<file path="src/rtl/fib_s2mm_gen.sv">
`default_nettype none
// ============================================================================
//  Module      : fib_s2mm_gen
//  Description : S2MM traffic generator for the AXI DataMover write path.
//                Issues NUM_SEG write commands, each followed by a burst of
//                BEATS_PER_SEG beats carrying a Fibonacci or counter pattern
//                computed on the fly.
//  Revision    : 1.0 - initial release
// ============================================================================
module fib_s2mm_gen #(
    parameter int                DATA_W        = 256,
    parameter int                ADDR_W        = 64,
    parameter int                NUM_SEG       = 2,
    parameter int                BEATS_PER_SEG = 8,
    parameter logic [ADDR_W-1:0] BASE_ADDR     = 64'h0A00_0000,
    parameter logic [ADDR_W-1:0] SEG_STRIDE    = 64'h0010_0000,
    parameter int                CMD_GAP       = 10
) (
    input  logic                  clk,
    input  logic                  rst,
    input  logic                  ap_start,
    input  logic                  pattern_sel,
    output logic                  ap_idle,
    output logic                  ap_done,
    output logic                  s_axis_s2mm_cmd_tvalid,
    input  logic                  s_axis_s2mm_cmd_tready,
    output logic [ADDR_W+39:0]    s_axis_s2mm_cmd_tdata,
    output logic                  s_axis_s2mm_tvalid,
    input  logic                  s_axis_s2mm_tready,
    output logic [DATA_W-1:0]     s_axis_s2mm_tdata,
    output logic [DATA_W/8-1:0]   s_axis_s2mm_tkeep,
    output logic                  s_axis_s2mm_tlast
);

    localparam int c_keep_w = DATA_W / 8;
    localparam int c_beat_w = (BEATS_PER_SEG > 1) ? $clog2(BEATS_PER_SEG) : 1;
    localparam int c_gap_w  = (CMD_GAP > 1) ? $clog2(CMD_GAP) : 1;

    localparam logic [c_beat_w-1:0] c_last_beat = c_beat_w'(BEATS_PER_SEG - 1);
    localparam logic [c_gap_w-1:0]  c_last_gap  = c_gap_w'((CMD_GAP > 0) ? CMD_GAP - 1 : 0);
    localparam logic [3:0]          c_last_seg  = 4'(NUM_SEG - 1);
    localparam logic [22:0]         c_btt       = 23'(BEATS_PER_SEG * DATA_W / 8);

    localparam logic [2:0] c_st_idle = 3'd0;
    localparam logic [2:0] c_st_cmd  = 3'd1;
    localparam logic [2:0] c_st_gap  = 3'd2;
    localparam logic [2:0] c_st_data = 3'd3;
    localparam logic [2:0] c_st_done = 3'd4;

    // Command word: reserved nibble, tag, address, type/DSA byte, EOF, BTT.
    function automatic logic [ADDR_W+39:0] f_cmd_word(input logic [3:0]        seg,
                                                      input logic [ADDR_W-1:0] addr);
        return {4'h0, seg, addr, 8'h40, 1'b1, c_btt};
    endfunction

    logic [2:0]            r_state,        w_state_nxt;
    logic [3:0]            r_seg,          w_seg_nxt;
    logic [c_beat_w-1:0]   r_beat,         w_beat_nxt;
    logic [c_gap_w-1:0]    r_gap,          w_gap_nxt;
    logic [ADDR_W-1:0]     r_addr,         w_addr_nxt;
    logic [DATA_W-1:0]     r_a,            w_a_nxt;
    logic [DATA_W-1:0]     r_b,            w_b_nxt;
    logic                  r_mode,         w_mode_nxt;
    logic                  r_cmd_tvalid,   w_cmd_tvalid_nxt;
    logic [ADDR_W+39:0]    r_cmd_tdata,    w_cmd_tdata_nxt;
    logic                  r_tvalid,       w_tvalid_nxt;
    logic [DATA_W-1:0]     r_tdata,        w_tdata_nxt;
    logic [c_keep_w-1:0]   r_tkeep,        w_tkeep_nxt;
    logic                  r_tlast,        w_tlast_nxt;
    logic                  r_ap_idle,      w_ap_idle_nxt;
    logic                  r_ap_done,      w_ap_done_nxt;

    logic                  w_cmd_hs;
    logic                  w_data_hs;
    logic [DATA_W-1:0]     w_a_step;
    logic [DATA_W-1:0]     w_b_step;
    logic [c_beat_w-1:0]   w_beat_inc;
    logic [3:0]            w_seg_inc;
    logic [ADDR_W-1:0]     w_addr_inc;

    assign w_cmd_hs   = r_cmd_tvalid & s_axis_s2mm_cmd_tready;
    assign w_data_hs  = r_tvalid & s_axis_s2mm_tready;
    // Pattern step: counter adds one, Fibonacci shifts the (A,B) pair forward.
    assign w_a_step   = r_mode ? (r_a + DATA_W'(1)) : r_b;
    assign w_b_step   = r_a + r_b;
    assign w_beat_inc = r_beat + c_beat_w'(1);
    assign w_seg_inc  = r_seg + 4'd1;
    assign w_addr_inc = r_addr + SEG_STRIDE;

    // Next-state and next-output decode; every register holds by default.
    always_comb begin
        w_state_nxt      = r_state;
        w_seg_nxt        = r_seg;
        w_beat_nxt       = r_beat;
        w_gap_nxt        = r_gap;
        w_addr_nxt       = r_addr;
        w_a_nxt          = r_a;
        w_b_nxt          = r_b;
        w_mode_nxt       = r_mode;
        w_cmd_tvalid_nxt = r_cmd_tvalid;
        w_cmd_tdata_nxt  = r_cmd_tdata;
        w_tvalid_nxt     = r_tvalid;
        w_tdata_nxt      = r_tdata;
        w_tkeep_nxt      = r_tkeep;
        w_tlast_nxt      = r_tlast;
        w_ap_idle_nxt    = r_ap_idle;
        w_ap_done_nxt    = r_ap_done;

        case (r_state)
            c_st_idle: begin
                if (ap_start) begin
                    w_mode_nxt       = pattern_sel;
                    w_seg_nxt        = 4'd0;
                    w_beat_nxt       = '0;
                    w_addr_nxt       = BASE_ADDR;
                    w_a_nxt          = '0;
                    w_b_nxt          = DATA_W'(1);
                    w_state_nxt      = c_st_cmd;
                    w_cmd_tvalid_nxt = 1'b1;
                    w_cmd_tdata_nxt  = f_cmd_word(4'd0, BASE_ADDR);
                    w_ap_idle_nxt    = 1'b0;
                end
            end

            c_st_cmd: begin
                if (w_cmd_hs) begin
                    w_cmd_tvalid_nxt = 1'b0;
                    w_cmd_tdata_nxt  = '0;
                    w_gap_nxt        = '0;
                    if (CMD_GAP == 0) begin
                        // No gap: the first beat is presented right after the handshake.
                        w_state_nxt  = c_st_data;
                        w_tvalid_nxt = 1'b1;
                        w_tdata_nxt  = r_a;
                        w_tkeep_nxt  = '1;
                        w_tlast_nxt  = (r_beat == c_last_beat);
                    end else begin
                        w_state_nxt  = c_st_gap;
                    end
                end
            end

            c_st_gap: begin
                if (r_gap == c_last_gap) begin
                    w_state_nxt  = c_st_data;
                    w_tvalid_nxt = 1'b1;
                    w_tdata_nxt  = r_a;
                    w_tkeep_nxt  = '1;
                    w_tlast_nxt  = (r_beat == c_last_beat);
                end else begin
                    w_gap_nxt    = r_gap + c_gap_w'(1);
                end
            end

            c_st_data: begin
                if (w_data_hs) begin
                    w_a_nxt = w_a_step;
                    w_b_nxt = w_b_step;
                    if (r_tlast) begin
                        w_beat_nxt   = '0;
                        w_tvalid_nxt = 1'b0;
                        w_tlast_nxt  = 1'b0;
                        if (r_seg == c_last_seg) begin
                            w_state_nxt   = c_st_done;
                            w_ap_done_nxt = 1'b1;
                        end else begin
                            w_seg_nxt        = w_seg_inc;
                            w_addr_nxt       = w_addr_inc;
                            w_state_nxt      = c_st_cmd;
                            w_cmd_tvalid_nxt = 1'b1;
                            w_cmd_tdata_nxt  = f_cmd_word(w_seg_inc, w_addr_inc);
                        end
                    end else begin
                        w_beat_nxt  = w_beat_inc;
                        w_tdata_nxt = w_a_step;
                        w_tlast_nxt = (w_beat_inc == c_last_beat);
                    end
                end
            end

            c_st_done: begin
                // Held here until ap_start drops, so a level start cannot re-trigger.
                if (!ap_start) begin
                    w_state_nxt   = c_st_idle;
                    w_ap_done_nxt = 1'b0;
                    w_ap_idle_nxt = 1'b1;
                end
            end

            default: begin
                w_state_nxt      = c_st_idle;
                w_cmd_tvalid_nxt = 1'b0;
                w_tvalid_nxt     = 1'b0;
                w_ap_done_nxt    = 1'b0;
                w_ap_idle_nxt    = 1'b1;
            end
        endcase
    end

    // State and output registers with synchronous reset.
    always_ff @(posedge clk) begin
        if (rst) begin
            r_state      <= c_st_idle;
            r_seg        <= '0;
            r_beat       <= '0;
            r_gap        <= '0;
            r_addr       <= '0;
            r_a          <= '0;
            r_b          <= '0;
            r_mode       <= 1'b0;
            r_cmd_tvalid <= 1'b0;
            r_cmd_tdata  <= '0;
            r_tvalid     <= 1'b0;
            r_tdata      <= '0;
            r_tkeep      <= '0;
            r_tlast      <= 1'b0;
            r_ap_idle    <= 1'b1;
            r_ap_done    <= 1'b0;
        end else begin
            r_state      <= w_state_nxt;
            r_seg        <= w_seg_nxt;
            r_beat       <= w_beat_nxt;
            r_gap        <= w_gap_nxt;
            r_addr       <= w_addr_nxt;
            r_a          <= w_a_nxt;
            r_b          <= w_b_nxt;
            r_mode       <= w_mode_nxt;
            r_cmd_tvalid <= w_cmd_tvalid_nxt;
            r_cmd_tdata  <= w_cmd_tdata_nxt;
            r_tvalid     <= w_tvalid_nxt;
            r_tdata      <= w_tdata_nxt;
            r_tkeep      <= w_tkeep_nxt;
            r_tlast      <= w_tlast_nxt;
            r_ap_idle    <= w_ap_idle_nxt;
            r_ap_done    <= w_ap_done_nxt;
        end
    end

    assign ap_idle                = r_ap_idle;
    assign ap_done                = r_ap_done;
    assign s_axis_s2mm_cmd_tvalid = r_cmd_tvalid;
    assign s_axis_s2mm_cmd_tdata  = r_cmd_tdata;
    assign s_axis_s2mm_tvalid     = r_tvalid;
    assign s_axis_s2mm_tdata      = r_tdata;
    assign s_axis_s2mm_tkeep      = r_tkeep;
    assign s_axis_s2mm_tlast      = r_tlast;

endmodule
`default_nettype wire

</file>
<file path="config.mk">
export PLATFORM = sky130hd
export DESIGN_NAME = fib_s2mm_gen
export DESIGN_NICKNAME = d
export VERILOG_FILES = /design/src/rtl/fib_s2mm_gen.sv
export SDC_FILE = /design/constraint.sdc
export NUM_CORES = 2
export LEC_CHECK = 0
export ABC_AREA = 0
export CAP_MARGIN = 20
export CORE_UTILIZATION = 40
export CTS_BUF_LIST = sky130_fd_sc_hd__clkbuf_4 sky130_fd_sc_hd__clkbuf_8
export CTS_CLUSTER_DIAMETER = 80
export DETAILED_ROUTE_END_ITERATION = 16
export PLACE_DENSITY = 0.63
export SYNTH_ARGS = -nofsm -noshare
export SYNTH_HDL_FRONTEND = slang
export SYNTH_SLANG_ARGS = --single-unit
</file>
<file path="constraint.sdc">
create_clock -name clk -period 4.3 [get_ports clk]
set_input_delay 0.86 -clock clk [delete_from_list [all_inputs] [get_ports clk]]
set_output_delay 0.86 -clock clk [all_outputs]
set_load 0.01 [all_outputs]
</file>
==> flow_summary.json <==
{
  "status": "finished with violations",
  "violations": "setup timing",
  "htreeDepth": 4,
  "place_hpwl_mm": 247,
  "synthDistinctLibCells": 100,
  "area_delta_synth_final_pct": 38.8,
  "cts.clk_slew.worst_paths_ns": 0.07,
  "fin_crit_sh_pct": 105,
  "io_buffers": 349,
  "worstPathArrival_ns": 5.32,
  "die_h_um": 396,
  "p_leak_nw": 33.1,
  "crit_path_end_kind": "flop",
  "wl_met2_mm": 137,
  "synthTopCellsByCount": "1,276 x nand2_1, 1,046 x nor2_1, 882 x dfxtp_1, 815 x a21oi_1, 651 x o21ai_0",
  "critPathRequiredTime_ns": 5.11,
  "hold_path_depth": 2,
  "die-area_sq_um": 157000,
  "min_period_ns": 4.51,
  "fin_skew_ns": 0.0554,
  "rr_endpoint": "r_b[240]",
  "grt_start_max_net_pins": 166,
  "netlist_instances": 8805,
  "cts_root_buf": "clkbuf_8",
  "slew_viol_final": 0,
  "synth.most_common_cell": "nand2_1",
  "final_nets": 10800,
  "worstSetupPathType": "flop to flop",
  "hold_class": "input port to flop",
  "cts_sinks": 882,
  "grt_pass1_vias": 70400,
  "wl_mm": 319,
  "die_w_um": 396,
  "final_layout_size_suffix_gt1_share_pct": 24.4,
  "wl_per_cell_um": 25.2,
  "whs_endpoint": "r_beat[1]",
  "min_from": "rst",
  "antenna_found_initial": 17,
  "setup_ws_ns": -0.206,
  "hold_buffers": 0,
  "finalSetupViolCount": 28,
  "ys_ff_latch": 882,
  "fp.coreArea_sq_um": 154000,
  "synth_edf_count": 0,
  "grt.total_usage_pct": 38.9,
  "top_layer": "met5",
  "finalHoldViolCount": 0,
  "power_per_cell_area_nw_per_um2": 231,
  "synth_flop_cell": "dfxtp_1",
  "r2r_start": "r_b[8]",
  "yosys_warnings": 0,
  "globalplace.congestion": 1.07,
  "drtIter0Drc": 8254,
  "fmax_ghz": 0.222,
  "synth_largest_area_cell": "dfxtp_1",
  "num_vias": 75600,
  "ios": 403,
  "whs_ns": 0.283,
  "cts_tree": "done",
  "drtPass1Iterations": 9,
  "cp-start-kind": "flop",
  "ant_nets": 0,
  "synth_area_leaders": "dfxtp_1 28%, nand2_1 7.7%, a21oi_1 6.6%",
  "dp.cells": 12300,
  "routedLengthMet1_mm": 136,
  "cts_buffers": 170,
  "reg2reg_slack_ns": -0.21,
  "tns_ns": -2.35,
  "reg2reg_depth": 23,
  "tightestPinTransition_ns": 1.11,
  "met3_length_mm": 29.0,
  "max_cap_violations": 0,
  "grt_pass1_wl_mm": 462,
  "via_per_inst": 5.97,
  "ys_async_sr_fraction_pct": 0,
  "relSlewSlack_pct": 26.2,
  "clockBufferDepth": 3,
  "drc": 0,
  "insertion_delay_ns": 0.98,
  "synthDominantCellAreaShare_pct": 28.5,
  "rows": 144,
  "synth_seq_area_share_pct": 28.5,
  "fillers": 14800,
  "stdcell_count": 12700,
  "grt_overflow_total": 0,
  "syn_area_per_cell_sq_um": 7.04,
  "peakVddDrop_v": 0.000295,
  "rsz0062_at_grt": "yes",
  "initial_core_util_pct": 40.3,
  "cp_max_fo": 5,
  "syn_area_sq_um": 62000
}
==> cells in the final DEF (no fill, tap or decap), drive strengths merged, types with 247 or more instances in the layout <==
master,synthesis,final
buf,138,1838
a21oi,816,816
ha,264,264
clkdlybuf4s50,0,348
nand3,267,267
dfxtp,882,882
xnor2,273,273
nor3,361,361
nand2,1276,1276
a211oi,346,346
o21ai,681,681
nor2,1048,1048
clkbuf,584,247
==> through the flow <==
step | power (mW) | setup WS, ns | utilization (%) | area (sq um)
final | 19.9 | -0.206 | 55.9 | 86000
after floorplan | 9.40 | 0.201 | - | 62200
after detailed placement | 10.1 | -1.12 | 51.3 | 78900
after global routing | 20.4 | -0.395 | 55.9 | 86000
after global placement | 10.0 | -1.13 | 51.3 | 78900
after CTS | 19.9 | -0.189 | 54.8 | 84300
==> layout make-up <==
| class | instances | area (sq um) | share of cell area [%] |
|---|---|---|---|
| antenna | 5 | 12.5 | 0.0145 |
| clock buffer | 247 | 3160 | 3.68 |
| clock inverter | 55 | 763 | 0.887 |
| inverter | 136 | 510 | 0.593 |
| multi-input combinational | 7117 | 43300 | 50.4 |
| sequential | 882 | 17700 | 20.6 |
| tap | 2044 | 2560 | 2.97 |
| timing repair buffer | 2186 | 18000 | 20.9 |
==> power breakdown <==
part           internal, mW  switching, mW
registers              8.23         0.0651
logic                 0.391           1.25
clock network          5.62           4.29
==> cells by family (layout without fill, tap and decap cells) <==
family / after synthesis / after routing / share of synthesized area [%]
buf+inv: 858 / 2624 / 5.76
fa+ha+maj: 265 / 265 / 5.36
xor+xnor: 490 / 490 / 6.92
other cells: 1 / 58 / 0.00605
compound gates: 2656 / 2656 / 26.5
mux: 21 / 21 / 0.351
flops: 882 / 882 / 28.5
simple gates: 3632 / 3632 / 26.6
==> worst max-delay path, stage by stage, from the launching register on <==
cell,delay [ns]
dfxtp_2,0.33
ha_4,0.29
buf_6,0.11
nand4_1,0.13
or3_4,0.36
a211oi_2,0.20
buf_4,0.15
o21a_4,0.17
o211ai_1,0.13
a2111oi_2,0.41
buf_4,0.21
nor3_4,0.06
o31ai_2,0.26
buf_4,0.21
a31o_4,0.18
buf_6,0.09
a31o_4,0.15
a41oi_2,0.12
buf_6,0.16
o21ai_4,0.19
a21boi_4,0.10
o21ai_2,0.18
xnor2_1,0.13
o21ai_1,0.07
==> state kept, by name, summed over array words and instances, names as in the netlist <==
| name | flops |
|---|---|
| ap_idle | 1 |
| r_gap | 4 |
| r_state | 3 |
| r_a | 256 |
| ap_done | 1 |
| s_axis_s2mm_cmd_tvalid | 1 |
| r_seg | 4 |
| s_axis_s2mm_tkeep | 1 |
| s_axis_s2mm_tlast | 1 |
| s_axis_s2mm_tvalid | 1 |
| r_b | 256 |
| s_axis_s2mm_cmd_tdata | 49 |
| r_beat | 3 |
| r_addr | 44 |
| r_mode | 1 |
| s_axis_s2mm_tdata | 256 |
==> metal layers <==
metal  vias up  track usage, %
met5         -               0
met4         4            19.3
met3       690            7.11
met2      3739            58.8
met1     36300            52.7
li1      34900               -
==> timing repair <==
| item | CTS | global route |
|---|---|---|
| setup endpoints to repair | 166 | 147 |
| resized for setup | 256 | 329 |
| pin swaps | 110 | 156 |
| setup buffers | 44 | 58 |
==> worst max-delay path by stage <==
stage          cells after the start    from       end  slack, ns
3_5_place_dp                      19  r_a[1]  r_b[253]      -1.12
2_1_floorplan                     19  r_a[0]  r_b[252]       0.20
4_1_cts                           24  r_b[0]  r_b[224]      -0.19
5_1_grt                           23  r_b[8]  r_b[240]      -0.39
6_report                          23  r_b[8]  r_b[240]      -0.21
3_3_place_gp                      19  r_a[3]  r_b[237]      -1.13
Note: power is estimated with default switching activity, not from simulation.
